### config.mk
export PLATFORM = sky130hd
export DESIGN_NAME = dff8_tx_launch
export DESIGN_NICKNAME = d
export VERILOG_FILES = /design/src/rtl/dff8_tx_pkg.sv /design/src/rtl/dff8_tx_fifo.sv /design/src/rtl/dff8_tx_launch.sv
export SDC_FILE = /design/constraint.sdc
export NUM_CORES = 1
export LEC_CHECK = 0
export BUFFER_PORTS_ARGS = -buffer_cell sky130_fd_sc_hd__buf_2
export CELL_PAD_IN_SITES_DETAIL_PLACEMENT = 1
export CELL_PAD_IN_SITES_GLOBAL_PLACEMENT = 2
export CORE_UTILIZATION = 39
export DETAILED_ROUTE_END_ITERATION = 8
export PLACE_DENSITY_LB_ADDON = 0.08
export SYNTH_ARGS = -nofsm -noshare
export SYNTH_HDL_FRONTEND = slang
export SYNTH_SLANG_ARGS = --single-unit
### constraint.sdc
create_clock -name clk -period 2.7 [get_ports clk]
set_input_delay 0.405 -clock clk [delete_from_list [all_inputs] [get_ports clk]]
set_output_delay 0.405 -clock clk [all_outputs]
set_load 0.02 [all_outputs]
### src/rtl/dff8_tx_pkg.sv
// dff8_tx_pkg: shared state encoding, default sizes and counter width helper for the dff8 launch path
package dff8_tx_pkg;
  typedef enum logic [1:0] {IDLE, SETUP, STROBE, HOLD} state_e;
  localparam int DEF_DW = 8;
  localparam int DEF_SETUP_CYC = 2;
  localparam int DEF_HOLD_CYC = 3;
  localparam int DEF_FIFO_DEPTH = 4;
  // Bits needed to count down from the longer of the setup/hold windows minus one.
  function automatic int cnt_w(input int setup_cyc, input int hold_cyc);
    int m;
    m = setup_cyc > hold_cyc ? setup_cyc : hold_cyc;
    return m > 2 ? $clog2(m) : 1;
  endfunction
endpackage

### src/rtl/dff8_tx_fifo.sv
// dff8_tx_fifo: DW x DEPTH synchronous FIFO buffering upstream bytes ahead of the launch FSM
module dff8_tx_fifo #(
  parameter int DW = 8,
  parameter int DEPTH = 4
) (
  input  logic          clk,
  input  logic          rst,
  input  logic          push,
  input  logic [DW-1:0] din,
  input  logic          pop,
  output logic [DW-1:0] dout,
  output logic          full,
  output logic          empty
);
  localparam int AW = $clog2(DEPTH);
  logic [DW-1:0] mem [DEPTH];
  logic [AW-1:0] wr_q, wr_d, rd_q, rd_d;
  logic [AW:0] cnt_q, cnt_d;
  assign full = cnt_q == (AW+1)'(DEPTH);
  assign empty = cnt_q == '0;
  assign dout = mem[rd_q];
  // Pointers wrap naturally because DEPTH is a power of two.
  always_comb begin
    wr_d = push ? wr_q + AW'(1) : wr_q;
    rd_d = pop ? rd_q + AW'(1) : rd_q;
    cnt_d = cnt_q + (AW+1)'(push) - (AW+1)'(pop);
  end
  // Pointer and occupancy registers; reset empties the buffer.
  always_ff @(posedge clk or posedge rst) begin
    if (rst) begin
      wr_q <= '0;
      rd_q <= '0;
      cnt_q <= '0;
    end else begin
      wr_q <= wr_d;
      rd_q <= rd_d;
      cnt_q <= cnt_d;
    end
  end
  // Storage needs no reset; occupancy decides what is valid.
  always_ff @(posedge clk) begin
    if (push) mem[wr_q] <= din;
  end
endmodule

### src/rtl/dff8_tx_launch.sv
// dff8_tx_launch: launches buffered bytes with setup/hold-framed capture strobe; DFF8_TX_PARITY_EN adds tx_par
module dff8_tx_launch
  import dff8_tx_pkg::*;
#(
  parameter int DW = DEF_DW,
  parameter int SETUP_CYC = DEF_SETUP_CYC,
  parameter int HOLD_CYC = DEF_HOLD_CYC,
  parameter int FIFO_DEPTH = DEF_FIFO_DEPTH
) (
  input  logic          clk,
  input  logic          rst,
  input  logic [DW-1:0] in_data,
  input  logic          in_valid,
  output logic          in_ready,
  output logic [DW-1:0] tx_data,
  output logic          tx_strobe,
  output logic          tx_busy
`ifdef DFF8_TX_PARITY_EN
  ,output logic         tx_par
`endif
);
  localparam int CW = cnt_w(SETUP_CYC, HOLD_CYC);
  state_e state_q, state_d;
  logic [CW-1:0] cnt_q, cnt_d;
  logic [DW-1:0] data_q, data_d, head;
  logic strobe_q, strobe_d, busy_q, busy_d;
  logic push, pop, full, empty, cnt_z;
  assign in_ready = !rst && !full;
  assign push = in_valid && in_ready;
  assign tx_data = data_q;
  assign tx_strobe = strobe_q;
  assign tx_busy = busy_q;
  dff8_tx_fifo #(.DW(DW), .DEPTH(FIFO_DEPTH)) u_fifo (
    .clk(clk),
    .rst(rst),
    .push(push),
    .din(in_data),
    .pop(pop),
    .dout(head),
    .full(full),
    .empty(empty)
  );
  // Next-state logic: a word is popped from IDLE or at the end of HOLD, so tx_data only moves on a pop.
  always_comb begin
    cnt_z = cnt_q == '0;
    pop = !empty && (state_q == IDLE || (state_q == HOLD && cnt_z));
    state_d = pop ? SETUP :
              (state_q == SETUP && cnt_z) ? STROBE :
              state_q == STROBE ? HOLD :
              (state_q == HOLD && cnt_z) ? IDLE : state_q;
    cnt_d = pop ? CW'(SETUP_CYC - 1) :
            state_q == STROBE ? CW'(HOLD_CYC - 1) :
            cnt_z ? cnt_q : cnt_q - CW'(1);
    data_d = pop ? head : data_q;
    strobe_d = state_d == STROBE;
    busy_d = state_d != IDLE;
  end
  // FSM, counter and registered outputs; reset aborts any word in flight.
  always_ff @(posedge clk or posedge rst) begin
    if (rst) begin
      state_q <= IDLE;
      cnt_q <= '0;
      data_q <= '0;
      strobe_q <= 1'b0;
      busy_q <= 1'b0;
    end else begin
      state_q <= state_d;
      cnt_q <= cnt_d;
      data_q <= data_d;
      strobe_q <= strobe_d;
      busy_q <= busy_d;
    end
  end
`ifdef DFF8_TX_PARITY_EN
  logic par_q, par_d;
  assign tx_par = par_q;
  // Even parity loaded on the same edge as the word it describes.
  always_comb par_d = pop ? ^head : par_q;
  // Parity register.
  always_ff @(posedge clk or posedge rst) begin
    if (rst) par_q <= 1'b0;
    else par_q <= par_d;
  end
`endif
endmodule

==> results.md <==
* Combinational cell fraction of total power at roughly a third
* WP data required at 2880 ps
* Setup TNS at 0 ps
* Area added between synthesis and finish at 13.2%
* Peak fanout along the critical path at 7
* Clk_lat worst skew at 300 ps
* Post-synth EDFFs at 32
* Crit-path slowest cell: dfrtp_1
* Max Clock Skew at 5.54 ps
* Crit-path cells: inv_1, ha_1, nand2_4, a211oi_4, ha_1, inv_1, ha_1, inv_1, fa_1, xnor2_1, xnor2_1
* Layout cell share with drive strength beyond 1 at between 30 and 40%
* Reg area at 1490 sq um
* Worst VDD drop at 0.000504 V
* Final Cell Area at 2530 sq um
* Initial core utilization at 40.6%
* # DRC at 0
* Reg2Reg Depth at 11
* Core area at 5510 sq um
* 1st-iter DRT viols at 60
* Post-synth top flop: edfxtp_1
* DR vias/cell at around 5.0
* Initial antenna violation count at 0
* Area of the multi-input gates at 666 sq um
* Number of max-cap violations at 0
* Worst flop-to-flop path endpoint: u_fifo.cnt_q[2]
* Syn. warnings at 0
* Final period util at 90.1%
* Total CTS buffers at 5
* Slew HR at 40.8%
* RR Startpoint: cnt_q[0]
* Global Route Usage Sum at 14.1%
* Sw power at approximately 0.95 mW
* Worst min path class: in -> async
* Pin count of the biggest net entering global routing at 22
* Ys async rst share at 39.6%
* Fillers at 537
* Post-cts resize count at 0
* Post-route ant nets at 0
* Clk slew on worst S/H paths at 90 ps
* Buf+Inv Stages, Crit Path at 3
* Worst EP arrival at 2620 ps
* Post-layout minimum cycle time at 2430 ps
* I/O pins at 22
* RSZ-0062 raised after global routing: false
* Port bufs at 21
* Nature of the critical path endpoint: register
* Flop pwr share at 44.2%
* Clk network pwr share at around a fifth
* Avg Inst Size Synth at 17.9 sq um
* Vias in the first global route at 1,209
* Post-DP Area at 2400 sq um
* Synth Register Bits at 53
* Pleak at 0.990 nW
* Cells after Synth at 125
* Vias at 1,111
* Pins Over Slew Limit at 0
* GPL Wtd Cong at just over 0.7
* Syn nets at between 100 and 150
* CP Depth at 11
* Root Driver: clkbuf_8
* Switching Share at about a third
* Kind of critical path: reg -> reg
* PwrDens at 1150 nW/um^2
* Drt first pass iters at 4
* Hold Buf Count CTS at 0
* First-pass GRT wire length at between 6000 and 7000 microns
* Rows at 27
* Sequential-to-total area share from yosys stat at roughly 67%
* Final WL at 3760 microns
* CP startpoint: cnt_q[0]
* Die ar. at 6040 sq um
* Nets at 170
* Least-Margin Pin Slew at 887 ps
* Mapped Area at 2230 sq um
* Die width at just under 80 microns
* Max incr delay on CP at roughly 380 ps
* Num Clock Sinks at 53
* Crit path capture: u_fifo.cnt_q[2]
* Final setup fails at 0
* Wire length per cell at 16.8 microns
* CTS tree: done
* Distinct cells, synth at 29
* N_diodes at 0
* Total grt overflow at 0
* Crit start category: register
* Hold Fails Final Rpt at 0
* Buffer count from post-CTS setup fixing at 0
* Die Ht at 77.7 microns
* Htree depth at 2
* Int Power at 1.95 mW
* Top cell family by delay on the critical path: adder cells
* Reg2reg setup slack at between 200 and 300 ps
* HPWL Detailed at 2540 microns
* Max Freq at 411 MHz
* Outcome: complete, no violations
* CTS max path bufs at 2
-- cells in the final DEF (no fill, tap or decap), types with 2 or more instances in the layout --
cell and count:
a21oi_1 3, and2_1 4, buf_2 21, bufinv_16 2, clkbuf_8 5, dfrtp_1 21, edfxtp_1 32, ha_1 7
inv_1 11, mux2_2 9, mux4_1 6, mux4_2 2, nand2_1 2, nor2_1 2, nor2b_1 2, o21ai_0 2
xnor2_1 5
-- worst min-delay path by stage --
stage | slack (ps) | start | depth (start not counted) | end
after floorplan | 380 | rst | 1 | cnt_q[0]
after global placement | 490 | tx_data[1] | 1 | tx_data[1]
after detailed placement | 490 | tx_data[2] | 1 | tx_data[2]
after CTS | 300 | in_data[4] | 1 | u_fifo.mem[3][4]
after global routing | 300 | in_data[2] | 1 | u_fifo.mem[1][2]
final | 310 | rst | 2 | u_fifo.wr_q[0]
-- through the flow --
stage | utilization (%) | instances | total power, mW | setup WS, ps | hold slack (ps)
finish | 45.9 | 224 | 2.91 | 266 | 305
global route | 45.9 | 224 | 3.10 | 67.6 | 299
CTS | 45.9 | 224 | 2.95 | 237 | 299
detailed placement | 43.5 | 216 | 2.33 | 268 | 495
global placement | 43.5 | 216 | 2.28 | 352 | 485
floorplan | - | 125 | 2.08 | 185 | 382
-- routing by layer --
metal / routed length, microns / global-route usage [%] / vias to the layer above
li1: - / - / 512
met4: 36 / 5.09 / 0
met1: 1660 / 17.3 / 574
met2: 1950 / 24.3 / 20
met3: 108 / 3.18 / 5
met5: 0 / 0 / -
-- cells by family after synthesis --
kind of cell             Yosys count  share of synthesized area, %
flip-flops                        53                          66.5
multiplexers                      17                          13.6
AND/OR/NAND/NOR                   15                          4.70
buffers and inverters             14                          3.70
AO/OA/AOI/OAI                     12                          4.31
adder cells (fa/ha/maj)            8                          4.82
XOR/XNOR                           6                          2.35
-- Yosys cell counts, types with 2 or more instances --
master	number	area share [%]
nor2_1	2	0.34
o21ai_0	2	0.45
inv_1	11	1.8
a21oi_1	3	0.67
ha_1	7	3.9
xnor2_1	5	2.0
nor2b_1	2	0.56
dfrtp_1	21	24
and2_1	4	1.1
mux4_2	2	2.0
nand2_1	2	0.34
clkbuf_8	3	1.8
mux2_2	9	4.5
mux4_1	6	7.1
edfxtp_1	32	43
-- state kept, by name, indices dropped and copies added (netlist names) --
| register | cells |
|---|---|
| cnt_q | 2 |
| state_q | 2 |
| tx_busy | 1 |
| tx_data | 8 |
| tx_strobe | 1 |
| u_fifo.cnt_q | 3 |
| u_fifo.mem | 32 |
| u_fifo.rd_q | 2 |
| u_fifo.wr_q | 2 |
-- power by group through the flow --
stage                     clock [mW]  sequential, mW  combinational, mW
after floorplan                    0            1.29              0.788
after global placement             0            1.30              0.980
after detailed placement           0            1.31               1.01
after CTS                      0.636            1.30               1.02
after global routing           0.660            1.32               1.11
final                          0.620            1.28               1.00
-- area by class of cell --
cell class	count	area share [%]
Timing Repair Buffer	22	4.45
Clock inverter	3	2.57
Inverter	11	1.63
Tap cell	72	3.56
Multi-Input combinational cell	58	26.3
Sequential cell	53	58.8
Clock buffer	5	2.72
(Power assumes the default switching activity.)
